`src/rtl/quiz_sequencer.sv`:
```
// rtl/quiz_sequencer.sv - LFSR-driven question master: issues operands/opcode, grades answers, times out, keeps score.
// Optional feature macro QUIZ_DIV_EN: when defined, division (opcode 11) is issued; otherwise it is remapped to add.
module quiz_sequencer #(
  parameter int unsigned NUM_ROUNDS     = 8,
  parameter int unsigned TIMEOUT_CYCLES = 1000,
  parameter logic [15:0] SEED           = 16'hACE1
) (
  input  logic       clk,
  input  logic       rst_n,
  input  logic       start,
  output logic [3:0] operand1,
  output logic [3:0] operand2,
  output logic [1:0] opcode,
  input  logic [7:0] exp_result,
  output logic       q_valid,
  input  logic       ans_valid,
  input  logic [7:0] ans_data,
  output logic       correct,
  output logic       wrong,
  output logic       timeout,
  output logic [7:0] score,
  output logic [7:0] round,
  output logic       done
);

  localparam int unsigned TW          = $clog2(TIMEOUT_CYCLES);
  localparam logic [TW-1:0] T_LAST    = TW'(TIMEOUT_CYCLES - 1);
  localparam logic [7:0] ROUNDS_LAST  = 8'(NUM_ROUNDS);
  localparam logic [15:0] SEED_EFF    = (SEED == 16'h0000) ? 16'h0001 : SEED;

  typedef enum logic [2:0] {S_IDLE, S_GEN, S_ASK, S_EVAL, S_DONE} state_t;

  state_t        state_q, state_d;
  logic [15:0]   lfsr_q, lfsr_d;
  logic [3:0]    op1_q, op1_d, op2_q, op2_d;
  logic [1:0]    opc_q, opc_d;
  logic          q_valid_q, q_valid_d;
  logic          correct_q, correct_d, wrong_q, wrong_d, timeout_q, timeout_d;
  logic [7:0]    score_q, score_d, round_q, round_d;
  logic          done_q, done_d;
  logic [TW-1:0] timer_q, timer_d;
  logic [7:0]    ans_q, ans_d;

  logic [15:0]   lfsr_adv;
  logic [3:0]    gen_op1, gen_op2;
  logic [1:0]    gen_opc;
  logic [7:0]    round_inc;

  // Advance the LFSR once and legalise the operand pair taken from the new value
  always_comb begin
    lfsr_adv = {lfsr_q[14:0], lfsr_q[15] ^ lfsr_q[13] ^ lfsr_q[12] ^ lfsr_q[10]};
    gen_op1  = lfsr_adv[3:0];
    gen_op2  = lfsr_adv[7:4];
    gen_opc  = lfsr_adv[9:8];
`ifdef QUIZ_DIV_EN
    if (gen_opc == 2'b11 && gen_op2 == 4'd0) begin
      gen_op2 = 4'd1;
    end
`else
    if (gen_opc == 2'b11) begin
      gen_opc = 2'b00;
    end
`endif
    if (gen_opc == 2'b01 && gen_op1 < gen_op2) begin
      gen_op1 = lfsr_adv[7:4];
      gen_op2 = lfsr_adv[3:0];
    end
  end

  assign round_inc = round_q + 8'd1;

  always_comb begin
    state_d   = state_q;
    lfsr_d    = lfsr_q;
    op1_d     = op1_q;
    op2_d     = op2_q;
    opc_d     = opc_q;
    q_valid_d = q_valid_q;
    correct_d = 1'b0;
    wrong_d   = 1'b0;
    timeout_d = 1'b0;
    score_d   = score_q;
    round_d   = round_q;
    done_d    = done_q;
    timer_d   = timer_q;
    ans_d     = ans_q;
    case (state_q)
      S_IDLE, S_DONE: begin
        if (start) begin
          state_d = S_GEN;
          score_d = 8'd0;
          round_d = 8'd0;
          done_d  = 1'b0;
        end
      end
      S_GEN: begin
        lfsr_d    = lfsr_adv;
        op1_d     = gen_op1;
        op2_d     = gen_op2;
        opc_d     = gen_opc;
        q_valid_d = 1'b1;
        timer_d   = '0;
        state_d   = S_ASK;
      end
      S_ASK: begin
        // An answer in the expiry cycle takes priority over the timeout
        if (ans_valid) begin
          ans_d     = ans_data;
          q_valid_d = 1'b0;
          state_d   = S_EVAL;
        end else if (timer_q == T_LAST) begin
          timeout_d = 1'b1;
          q_valid_d = 1'b0;
          round_d   = round_inc;
          if (round_inc == ROUNDS_LAST) begin
            state_d = S_DONE;
            done_d  = 1'b1;
          end else begin
            state_d = S_GEN;
          end
        end else begin
          timer_d = timer_q + 1'b1;
        end
      end
      S_EVAL: begin
        if (ans_q == exp_result) begin
          correct_d = 1'b1;
          score_d   = score_q + 8'd1;
        end else begin
          wrong_d = 1'b1;
        end
        round_d = round_inc;
        if (round_inc == ROUNDS_LAST) begin
          state_d = S_DONE;
          done_d  = 1'b1;
        end else begin
          state_d = S_GEN;
        end
      end
      default: state_d = S_IDLE;
    endcase
  end

  always_ff @(posedge clk or negedge rst_n) begin
    if (!rst_n) begin
      state_q   <= S_IDLE;
      lfsr_q    <= SEED_EFF;
      op1_q     <= 4'd0;
      op2_q     <= 4'd0;
      opc_q     <= 2'd0;
      q_valid_q <= 1'b0;
      correct_q <= 1'b0;
      wrong_q   <= 1'b0;
      timeout_q <= 1'b0;
      score_q   <= 8'd0;
      round_q   <= 8'd0;
      done_q    <= 1'b0;
      timer_q   <= '0;
      ans_q     <= 8'd0;
    end else begin
      state_q   <= state_d;
      lfsr_q    <= lfsr_d;
      op1_q     <= op1_d;
      op2_q     <= op2_d;
      opc_q     <= opc_d;
      q_valid_q <= q_valid_d;
      correct_q <= correct_d;
      wrong_q   <= wrong_d;
      timeout_q <= timeout_d;
      score_q   <= score_d;
      round_q   <= round_d;
      done_q    <= done_d;
      timer_q   <= timer_d;
      ans_q     <= ans_d;
    end
  end

  assign operand1 = op1_q;
  assign operand2 = op2_q;
  assign opcode   = opc_q;
  assign q_valid  = q_valid_q;
  assign correct  = correct_q;
  assign wrong    = wrong_q;
  assign timeout  = timeout_q;
  assign score    = score_q;
  assign round    = round_q;
  assign done     = done_q;

endmodule
```
`config.mk`:
```
export PLATFORM = sky130hd
export DESIGN_NAME = quiz_sequencer
export DESIGN_NICKNAME = d
export VERILOG_FILES = /design/src/rtl/quiz_sequencer.sv
export SDC_FILE = /design/constraint.sdc
export NUM_CORES = 1
export LEC_CHECK = 0
export CAP_MARGIN = 5
export CORE_UTILIZATION = 49
export CTS_CLUSTER_SIZE = 14
export DETAILED_ROUTE_END_ITERATION = 16
export PLACE_DENSITY = 0.83
export SLEW_MARGIN = 30
export SYNTH_ARGS = -nofsm -noshare
export SYNTH_HDL_FRONTEND = slang
export SYNTH_SLANG_ARGS = --single-unit
```
`constraint.sdc`:
```
create_clock -name clk -period 1.89 [get_ports clk]
set_input_delay 0.2835 -clock clk [delete_from_list [all_inputs] [get_ports clk]]
set_output_delay 0.2835 -clock clk [all_outputs]
set_load 0.05 [all_outputs]
```
# Yosys cells after proc, flatten, opt, wreduce, memory -nomap -nowiden
# Cells that the tools add are included.
[word_totals]
regBits = 68
inputBits = 20
[op_classes]
addsub = 3
order_cmp = 1
n_eq_ne = 15
n_mux = 32
n_bitwise = 3
n_reduce_logical = 12
[op_table]
columns = ["operator", "n"]
rows = [
  ["8-bit 2-to-1 mux", 4],
  ["8-bit case mux with 3 select lines", 1],
  ["10-bit 2-to-1 mux", 2],
  ["10-bit case mux with 2 select lines", 1],
  ["8-bit by 1-bit adder with 8-bit output, second input constant", 2],
  ["8-bit case mux with 2 select lines", 1],
  ["1-bit 2-to-1 mux", 13],
  ["3-bit 2-to-1 mux", 4],
  ["3-bit case mux with 4 select lines", 1],
  ["10-bit by 1-bit adder with 10-bit output, second input constant", 1],
  ["10-bit equality test, second input constant", 1],
  ["2-bit != test, second input constant", 5],
  ["8-bit by 4-bit equality test with 1-bit output, second input constant", 1],
  ["8-bit equality test", 1],
  ["4-bit 2-to-1 mux", 2],
  ["3-bit by 2-bit equality test with 1-bit output, second input constant", 2],
  ["2-bit AND reduction", 3],
  ["3-bit AND reduction", 2],
  ["4-bit < comparator", 1],
  ["4-bit AND reduction", 1],
  ["2-bit nonzero test", 2],
  ["3-bit by 1-bit equality test with 1-bit output, second input constant", 1],
  ["3-bit equality test, second input constant", 1],
  ["3-bit logical NOT", 1],
  ["other kinds (10)", 12],
]

# Logic depth before layout (Yosys ltp)
# Gate-level depths: netlist of run 1.
[logic_depth]
word_depth = 6
depth_mapped = 8
depth_no_buf = 7

# Worst setup path before layout of run 1
# OpenSTA, ideal clock, no wires.
[synth_timing]
path_type = "reg-to-reg"
startpoint = "reg lfsr_q[6]"
endpoint = "reg op1_q[0] (netlist: operand1[0])"
setup_time_ns = 0.090
arrival_time_ns = 1.872
t_required_ns = 1.800
path_slack_ns = -0.072
path_stages_with_launch = 9
path_buffers = 1
period_less_slack_ns = 1.962
path_cell_list = "dfstp_2 > inv_1 > ha_1 > nor3b_1 > clkbuf_1 > nand3b_1 > o211ai_1 > o21ai_0 > o2111ai_1"
[synth_via]
elab_chain_len = 3
[synth_rtl]
columns = ["element", "line_no", "source"]
rows = [
  ["start: declaration", "34", "logic [15:0] lfsr_q, lfsr_d;"],
  ["start signal: assignment", "162", "lfsr_q <= lfsr_d;"],
  ["4-bit < comparator", "64", "if (gen_opc == 2'b01 && gen_op1 < gen_op2) begin"],
  ["1-bit logical AND", "64", ""],
  ["4-bit 2-to-1 mux", "64", ""],
  ["end signal: assignment", "163", "op1_q <= op1_d;"],
  ["end: declaration", "35", "logic [3:0] op1_q, op1_d, op2_q, op2_d;"],
]
# Every way passes these cells.
# A chain may end at the register's enable or synchronous reset.

# Worst setup path after layout of run 1
[layout_timing]
startpoint = "reg timer_q[0]"
endpoint = "reg round_q[5] (netlist: round[5])"
[layout_via]
elab_chain_len = 3
[layout_rtl]
columns = ["element", "line_no", "source"]
rows = [
  ["start: declaration", "41", "logic [TW-1:0] timer_q, timer_d;"],
  ["start signal: assignment", "173", "timer_q <= timer_d;"],
  ["10-bit equality test", "111", "end else if (timer_q == T_LAST) begin"],
  ["2-bit != test (no line)", "-", ""],
  ["4-bit AND reduction (no line)", "-", ""],
  ["end signal: assignment", "171", "round_q <= round_d;"],
  ["end: declaration", "39", "logic [7:0] score_q, score_d, round_q, round_d;"],
]
# Every way passes these cells.

==> impl_summary.log, run 1 <==
INFO  metric finalCriticalPeriod = around 1900 ps
INFO  metric core_area = between 6000 and 7000 µm²
INFO  metric rsz0062_at_grt = true
INFO  metric clkSlewWorstSetupHoldPaths = approximately 80 ps
INFO  metric synth.area.top_cells = sky130_fd_sc_hd__dfrtp_1 (44%), sky130_fd_sc_hd__nand2_1 (8.0%), sky130_fd_sc_hd__dfstp_2 (6.1%)
INFO  metric dieHeight = approximately 86 µm
INFO  metric post-synth-top-area-cell = sky130_fd_sc_hd__dfrtp_1
INFO  metric yosysTopAreaCellShare = 43.9%
INFO  metric design.die.area = roughly 7300 µm²
INFO  metric synth.avg_cell_area = about 9.7 µm²
INFO  metric die_width = about 86 µm
INFO  metric grt.overflow.total = 0
INFO  metric async_flop_share = 100%
INFO  metric ys_dominant_reg_cell = sky130_fd_sc_hd__dfrtp_1
INFO  metric critPathArrivalTime = between 2000 and 2500 ps
INFO  metric finalPower = between 6 and 7 mW
INFO  metric numCtsBuffers = 9
INFO  metric grt_pass1_wl = approximately 13000 µm
INFO  metric number_of_enable_type_register_cells_in_the_synthesized_netlist = 0
INFO  metric num_antenna_cells = 0
INFO  metric synth.lib_cells_used.distinct = 50
INFO  metric post_synth_most_frequent_cells = sky130_fd_sc_hd__nand2_1 (73), sky130_fd_sc_hd__dfrtp_1 (60), sky130_fd_sc_hd__o21ai_0 (28), sky130_fd_sc_hd__nor2_1 (18)
INFO  metric routed_wl = 7590 µm
INFO  metric synth_nets = 378
INFO  metric route.vias.total = 2989
INFO  metric finalInstanceArea = ~4600 µm²
INFO  metric yosysMostFrequentCell = sky130_fd_sc_hd__nand2_1
INFO  metric placement.cell_area = 4220 µm²
INFO  metric syn-cell-area = approximately 3400 µm²
INFO  metric powerDensity = 1430 nW/µm²
INFO  metric fin_hold_ws = 457 ps
INFO  metric hold_path.class = in -> async
INFO  metric p_leak = about 2.1 nW
INFO  metric drt_pre_antenna_iters = 4
INFO  metric ant_nets = 0
INFO  metric area_growth_syn_to_layout = 33.5%
INFO  metric grt.total_usage = between 20% and 30%
INFO  metric ys_seq_area_share = about 50%
INFO  metric synth_seq_cells = 68
INFO  metric path_max_fanout = 6
INFO  metric clock_sink_count = 68
INFO  metric root_buffer = sky130_fd_sc_hd__clkbuf_8
INFO  metric drive_above_1_share = between 20% and 30%
INFO  metric design.final.nets = roughly 460
INFO  metric maxCapViolations = 0
INFO  metric post-route-drc-count = 0
INFO  metric final-max-slew-violation-count = 0
INFO  metric vdd_ir_max = ~600 µV
INFO  metric grt_start_max_net_pins = 37
INFO  metric final.setup.tns = 0 ps
INFO  metric fmax = 0.531 GHz
INFO  metric crit_required = 2110 ps
INFO  metric hpwlAfterDp = between 5000 and 6000 µm
INFO  metric rrSetupSlack = approximately 7.6 ps
INFO  metric worstSetupPathType = reg -> reg
INFO  metric status = finished clean
INFO  metric first_iter_violations = roughly 140
INFO  metric netlist_instances = 352
INFO  metric globalplace.congestion = 0.850
INFO  metric fin_clk_skew = between 10 and 15 ps
INFO  metric clkLatencyLatePin = roughly 340 ps
INFO  metric drt-wirelength-per-cell = 14.5 µm
INFO  metric layout_worst_path_cycle_share = between 90% and 100%
INFO  metric cts_tree = done
INFO  metric antenna_found_initial = 0
INFO  metric finalHoldViolCount = 0
INFO  metric num_rows = 30
INFO  metric finalSetupViolCount = 0
INFO  metric io_buffer_count = 50
INFO  metric final_util = between 60% and 70%
INFO  metric num_ports = 51
INFO  metric start_util = between 50% and 60%
INFO  metric max_slew_margin = between 60% and 70%
INFO  metric cts_htree_levels = 3
INFO  metric clk_path_buf_depth = 2
INFO  metric number_of_global_route_vias_before_repair = roughly 2900
INFO  metric yosysWarningCount = 0
INFO  metric tightestPinTransition = ~550 ps
INFO  metric crit_path_end_kind = flip-flop
INFO  metric vias_per_cell = about 5.7
INFO  metric critical_path_launch_point_type = flip-flop
## sequential cells by signal, summed over array words and instances, names as in the netlist
register / flops
ans_q: 8
done: 1
timer_q: 10
wrong: 1
round: 8
score: 8
operand1: 4
q_valid: 1
opcode: 2
state_q: 3
lfsr_q: 16
timeout: 1
correct: 1
operand2: 4
## stage by stage
| step | cells | worst slack, ps |
|---|---|---|
| 3_3_place_gp | 497 | -307 |
| 2_1_floorplan | 352 | 23.1 |
| 4_1_cts | 518 | 4.49 |
| 6_report | 522 | 7.58 |
| 5_1_grt | 522 | -88.3 |
| 3_5_place_dp | 497 | -437 |
## cells in the final DEF, fill, tap and decap left out, types with 7 or more instances in the layout
cell type                          n
sky130_fd_sc_hd__dfstp_2           8
sky130_fd_sc_hd__nand3_1          14
sky130_fd_sc_hd__xor2_1            9
sky130_fd_sc_hd__nor3_1            7
sky130_fd_sc_hd__mux2_2            9
sky130_fd_sc_hd__buf_4            30
sky130_fd_sc_hd__inv_1            10
sky130_fd_sc_hd__o21ai_0          27
sky130_fd_sc_hd__a21oi_1          10
sky130_fd_sc_hd__dlygate4sd2_1     9
sky130_fd_sc_hd__nor2_1           17
sky130_fd_sc_hd__nand2_1          73
sky130_fd_sc_hd__clkbuf_8         12
sky130_fd_sc_hd__clkdlybuf4s50_1  37
sky130_fd_sc_hd__dfrtp_1          60
## final cells by class
class | count | area [µm²]
repair buffers | 87 | 821
flip-flops and latches | 68 | 1710
well taps | 80 | 100
fillers | 499 | 2190
clock buffers | 12 | 165
multi-input cells | 261 | 1710
inverters | 10 | 37.5
clock inverters | 4 | 22.5
## per-layer routing
layer  up-vias  track usage [%]  routed length [µm]
li1       1437                -                   -
met1      1449             28.3                3210
met2        87             37.5                3880
met3        16             3.18                 320
met4         0             12.0                 178
met5         -                0                   0
## path summary, 6_finish.rpt
check,start,end,depth (start not counted)
min in group clk,lfsr_q[11],lfsr_q[11],2
setup reg to reg,timer_q[0],round[5],6
hold reg to reg,lfsr_q[11],lfsr_q[11],2
setup / recovery,timer_q[0],round[5],6
max in group asynchronous,rst_n,lfsr_q[7],3
hold / removal,rst_n,operand2[1],2
## worst max-delay path, cell delays in order, from the launching register on
cell                       delay, ps
sky130_fd_sc_hd__dfrtp_1         360
sky130_fd_sc_hd__ha_2            190
sky130_fd_sc_hd__nand4b_1         90
sky130_fd_sc_hd__or3_4           380
sky130_fd_sc_hd__o31ai_4         270
sky130_fd_sc_hd__nor2_2          130
sky130_fd_sc_hd__a221o_1         360
## logic make-up (layout without fill, tap and decap cells)
logic type	count (synthesis)	count (layout)	synth area share [%]
xor+xnor	15	15	3.84
fa+ha+maj	6	6	2.20
buf+inv	23	113	2.71
simple gates	153	153	22.5
mux	11	11	3.55
flops	68	68	50.1
compound gates	76	76	15.1
## what timing repair did
action,in CTS,in global routing
hold endpoints to repair,14,0
setup buffers,4,4
hold buffers,1,0
gates resized for setup,13,22
setup endpoints to repair,13,22
pin swaps,6,5
## where the power goes
group          switching (mW)  total [mW]  internal [mW]
clock network           0.538        1.11          0.577
logic                    1.87        3.17           1.30
registers               0.346        2.25           1.90
total                    2.76        6.54           3.78
(Power assumes the default switching activity.)
==> inputs of run 2 (changes only) <==
SLEW_MARGIN = 20   (was 30)
==> results of run 2 <==
The final DEF is identical to that of run 1; final timing and power are the same.
==> inputs of run 3 (changes only) <==
REMOVE_ABC_BUFFERS = 1   (was default)
==> run 3 against run 2 <==
The flow now finishes with violations (setup timing); worst hold slack improved by 5.1 ps; setup slack worse by 120 ps; first-iteration DRC count is 92% higher; cell count rose by 0.96%; clock power is 55% higher; via count rose by 2.5%; die area did not move; maximum frequency fell by 5.8%; global-route usage rose by 0.71 points; clock skew is 1.2 ps lower; critical path type unchanged; critical endpoint unchanged.
==> impl_summary.log, run 3 (same netlist as run 1, synthesis figures left out) <==
INFO  metric cts_htree_levels = 3 (unchanged)
INFO  metric finalCriticalPeriod = 2000 ps (was 1880 ps)
INFO  metric violated_checks = setup timing
INFO  metric post-route-drc-count = 0 (unchanged)
INFO  metric layout_worst_path_cycle_share = 106% (was 99.6%)
INFO  metric finalPower = 7.37 mW (was 6.54 mW)
INFO  metric crit_required = 2130 ps (was 2110 ps)
INFO  metric placement.cell_area = 4250 µm² (was 4220 µm²)
INFO  metric grt_start_max_net_pins = 69 (was 37)
INFO  metric root_buffer = sky130_fd_sc_hd__clkbuf_8 (unchanged)
INFO  metric worstSetupPathType = reg -> reg (unchanged)
INFO  metric core_area = 6760 µm² (unchanged)
INFO  metric drt-wirelength-per-cell = 16.3 µm (was 14.5 µm)
INFO  metric grt.overflow.total = 0 (unchanged)
INFO  metric number_of_global_route_vias_before_repair = 2928 (was 2899)
INFO  metric area_growth_syn_to_layout = 38.1% (was 33.5%)
INFO  metric finalSetupViolCount = 10 (was 0)
INFO  metric hold_path.class = reg -> reg (was in -> async)
INFO  metric clock_sink_count = 68 (unchanged)
INFO  metric powerDensity = 1560 nW/µm² (was 1430 nW/µm²)
INFO  metric hpwlAfterDp = 5230 µm (was 5250 µm)
INFO  metric final.setup.worst_slack = -109 ps (was 7.58 ps)
INFO  metric vias_per_cell = 5.81 (was 5.73)
INFO  metric regMostFlops = lfsr_q (unchanged)
INFO  metric maxCapViolations = 0 (unchanged)
INFO  metric max_slew_margin = 65.0% (was 63.3%)
INFO  metric seq_power_share = 30.5% (was 34.4%)
INFO  metric design.final.nets = 468 (was 463)
INFO  metric design.die.area = 7320 µm² (unchanged)
INFO  metric dieHeight = 85.5 µm (unchanged)
INFO  metric fraction_of_power_spent_switching_nets = 39.9% (was 42.2%)
INFO  metric path_max_fanout = 6 (unchanged)
INFO  metric drt_pre_antenna_iters = 5 (was 4)
INFO  metric globalplace.congestion = 0.883 (was 0.850)
INFO  metric numCtsBuffers = 9 (unchanged)
INFO  metric cts_tree = done (unchanged)
INFO  metric p_leak = 2.24 nW (was 2.10 nW)
INFO  metric fmax = 0.500 GHz (was 0.531 GHz)
INFO  metric route.vias.total = 3064 (was 2989)
INFO  metric fin_clk_skew = 8.98 ps (was 10.2 ps)
INFO  metric drive_above_1_share = 24.6% (was 23.3%)
INFO  metric largest_register_ffs = 16 (unchanged)
INFO  metric die_width = 85.5 µm (unchanged)
INFO  metric status = complete, but fails checks (was finished clean)
INFO  metric start_util = 50.6% (unchanged)
INFO  metric final.setup.tns = -553 ps (was 0 ps)
INFO  metric grt_pass1_wl = 13200 µm (was 12900 µm)
INFO  metric io_buffer_count = 50 (unchanged)
INFO  metric ant_nets = 0 (unchanged)
INFO  metric comb_power_share = 46.1% (was 48.5%)
INFO  metric power_switching = 2.94 mW (was 2.76 mW)
INFO  metric routed_wl = 8600 µm (was 7590 µm)
INFO  metric clkSlewWorstSetupHoldPaths = 80 ps (about the same)
INFO  metric clk_path_buf_depth = 2 (unchanged)
INFO  metric vdd_ir_max = 673 µV (was 593 µV)
INFO  metric first_iter_violations = 267 (was 139)
INFO  metric final-max-slew-violation-count = 0 (unchanged)
INFO  metric critical_path_launch_point_type = flip-flop (unchanged)
INFO  metric clkLatencyLatePin = 350 ps (was 340 ps)
INFO  metric tightestPinTransition = 523 ps (was 548 ps)
INFO  metric num_antenna_cells = 0 (unchanged)
INFO  metric fin_hold_ws = 462 ps (was 457 ps)
INFO  metric final_common_cell = sky130_fd_sc_hd__nand2_1 (unchanged)
INFO  metric critPathArrivalTime = 2240 ps (was 2110 ps)
INFO  metric num_ports = 51 (unchanged)
INFO  metric finalHoldViolCount = 0 (unchanged)
INFO  metric power_frac_clock = 23.4% (was 17.1%)
INFO  metric final_cell_mix = sky130_fd_sc_hd__nand2_1 (72), sky130_fd_sc_hd__dfrtp_1 (60), sky130_fd_sc_hd__clkdlybuf4s50_1 (34) (was sky130_fd_sc_hd__nand2_1 (73), sky130_fd_sc_hd__dfrtp_1 (60), sky130_fd_sc_hd__clkdlybuf4s50_1 (37))
INFO  metric crit_path_end_kind = flip-flop (unchanged)
INFO  metric num_rows = 30 (unchanged)
INFO  metric grt.total_usage = 23.1% (was 22.4%)
INFO  metric finalInstanceArea = 4720 µm² (was 4570 µm²)
INFO  metric layout_top_registers = lfsr_q x16, timer_q x10 (unchanged)
INFO  metric antenna_found_initial = 0 (unchanged)
INFO  metric p_int = 4.43 mW (was 3.78 mW)
INFO  metric rsz0062_at_grt = true (unchanged)
[run 3: timing repair]
item                       4_1_cts  5_1_grt
gates cloned                     0        1
setup endpoints to repair       22       26
pin swaps                        4       12
hold endpoints to repair        60        0
hold buffers                     1        0
gates resized for setup         11       34
buffers inserted                 1        5
[run 3: metal layers]
layer	vias up	global-route usage [%]	wire, µm
li1	1435	-	-
met1	1506	28.7	3600
met2	104	39.9	4400
met3	19	3.18	368
met4	0	11.4	223
met5	-	0	0
[run 3: worst max-delay path, stage by stage (launching register included)]
cell	delay (ps)
sky130_fd_sc_hd__dfrtp_1	360
sky130_fd_sc_hd__ha_2	190
sky130_fd_sc_hd__nand4b_1	90
sky130_fd_sc_hd__or3_4	390
sky130_fd_sc_hd__o31ai_4	360
sky130_fd_sc_hd__nor2_2	140
sky130_fd_sc_hd__a221o_1	360
[run 3: power groups by stage]
stage / clock network, mW / logic [mW] / registers (mW)
2_1_floorplan: 0 / 1.47 / 2.71
3_3_place_gp: 0 / 3.01 / 2.23
3_5_place_dp: 0 / 3.11 / 2.25
4_1_cts: 1.73 / 3.16 / 2.22
5_1_grt: 1.81 / 3.65 / 2.29
6_report: 1.72 / 3.40 / 2.25
[run 3: final timing paths]
check / startpoint / end / slack (ps) / cells past startpoint
hold reg to reg: lfsr_q[11] / lfsr_q[11] / 460 / 2
setup reg to reg: timer_q[1] / round[5] / -110 / 6
min in group asynchronous: rst_n / round[5] / 470 / 3
hold / removal: lfsr_q[11] / lfsr_q[11] / 460 / 2
max in group asynchronous: rst_n / lfsr_q[13] / 1070 / 3
setup / recovery: timer_q[1] / round[5] / -110 / 6
[run 3: layout make-up]
class | count | area (µm²)
fill | 464 | 2040
multi-input combinational | 261 | 1720
sequential | 68 | 1710
timing repair buffer | 92 | 862
clock inverter | 7 | 163
clock buffer | 9 | 124
tap | 80 | 100
inverter | 10 | 37.5
[run 3: through the flow]
step	instances	util [%]	worst slack, ps
finish	527	69.9	-109
floorplan	339	-	-1070
global route	527	69.9	-206
global placement	503	62.8	-336
CTS	521	67.4	-20.6
detailed placement	503	62.8	-397
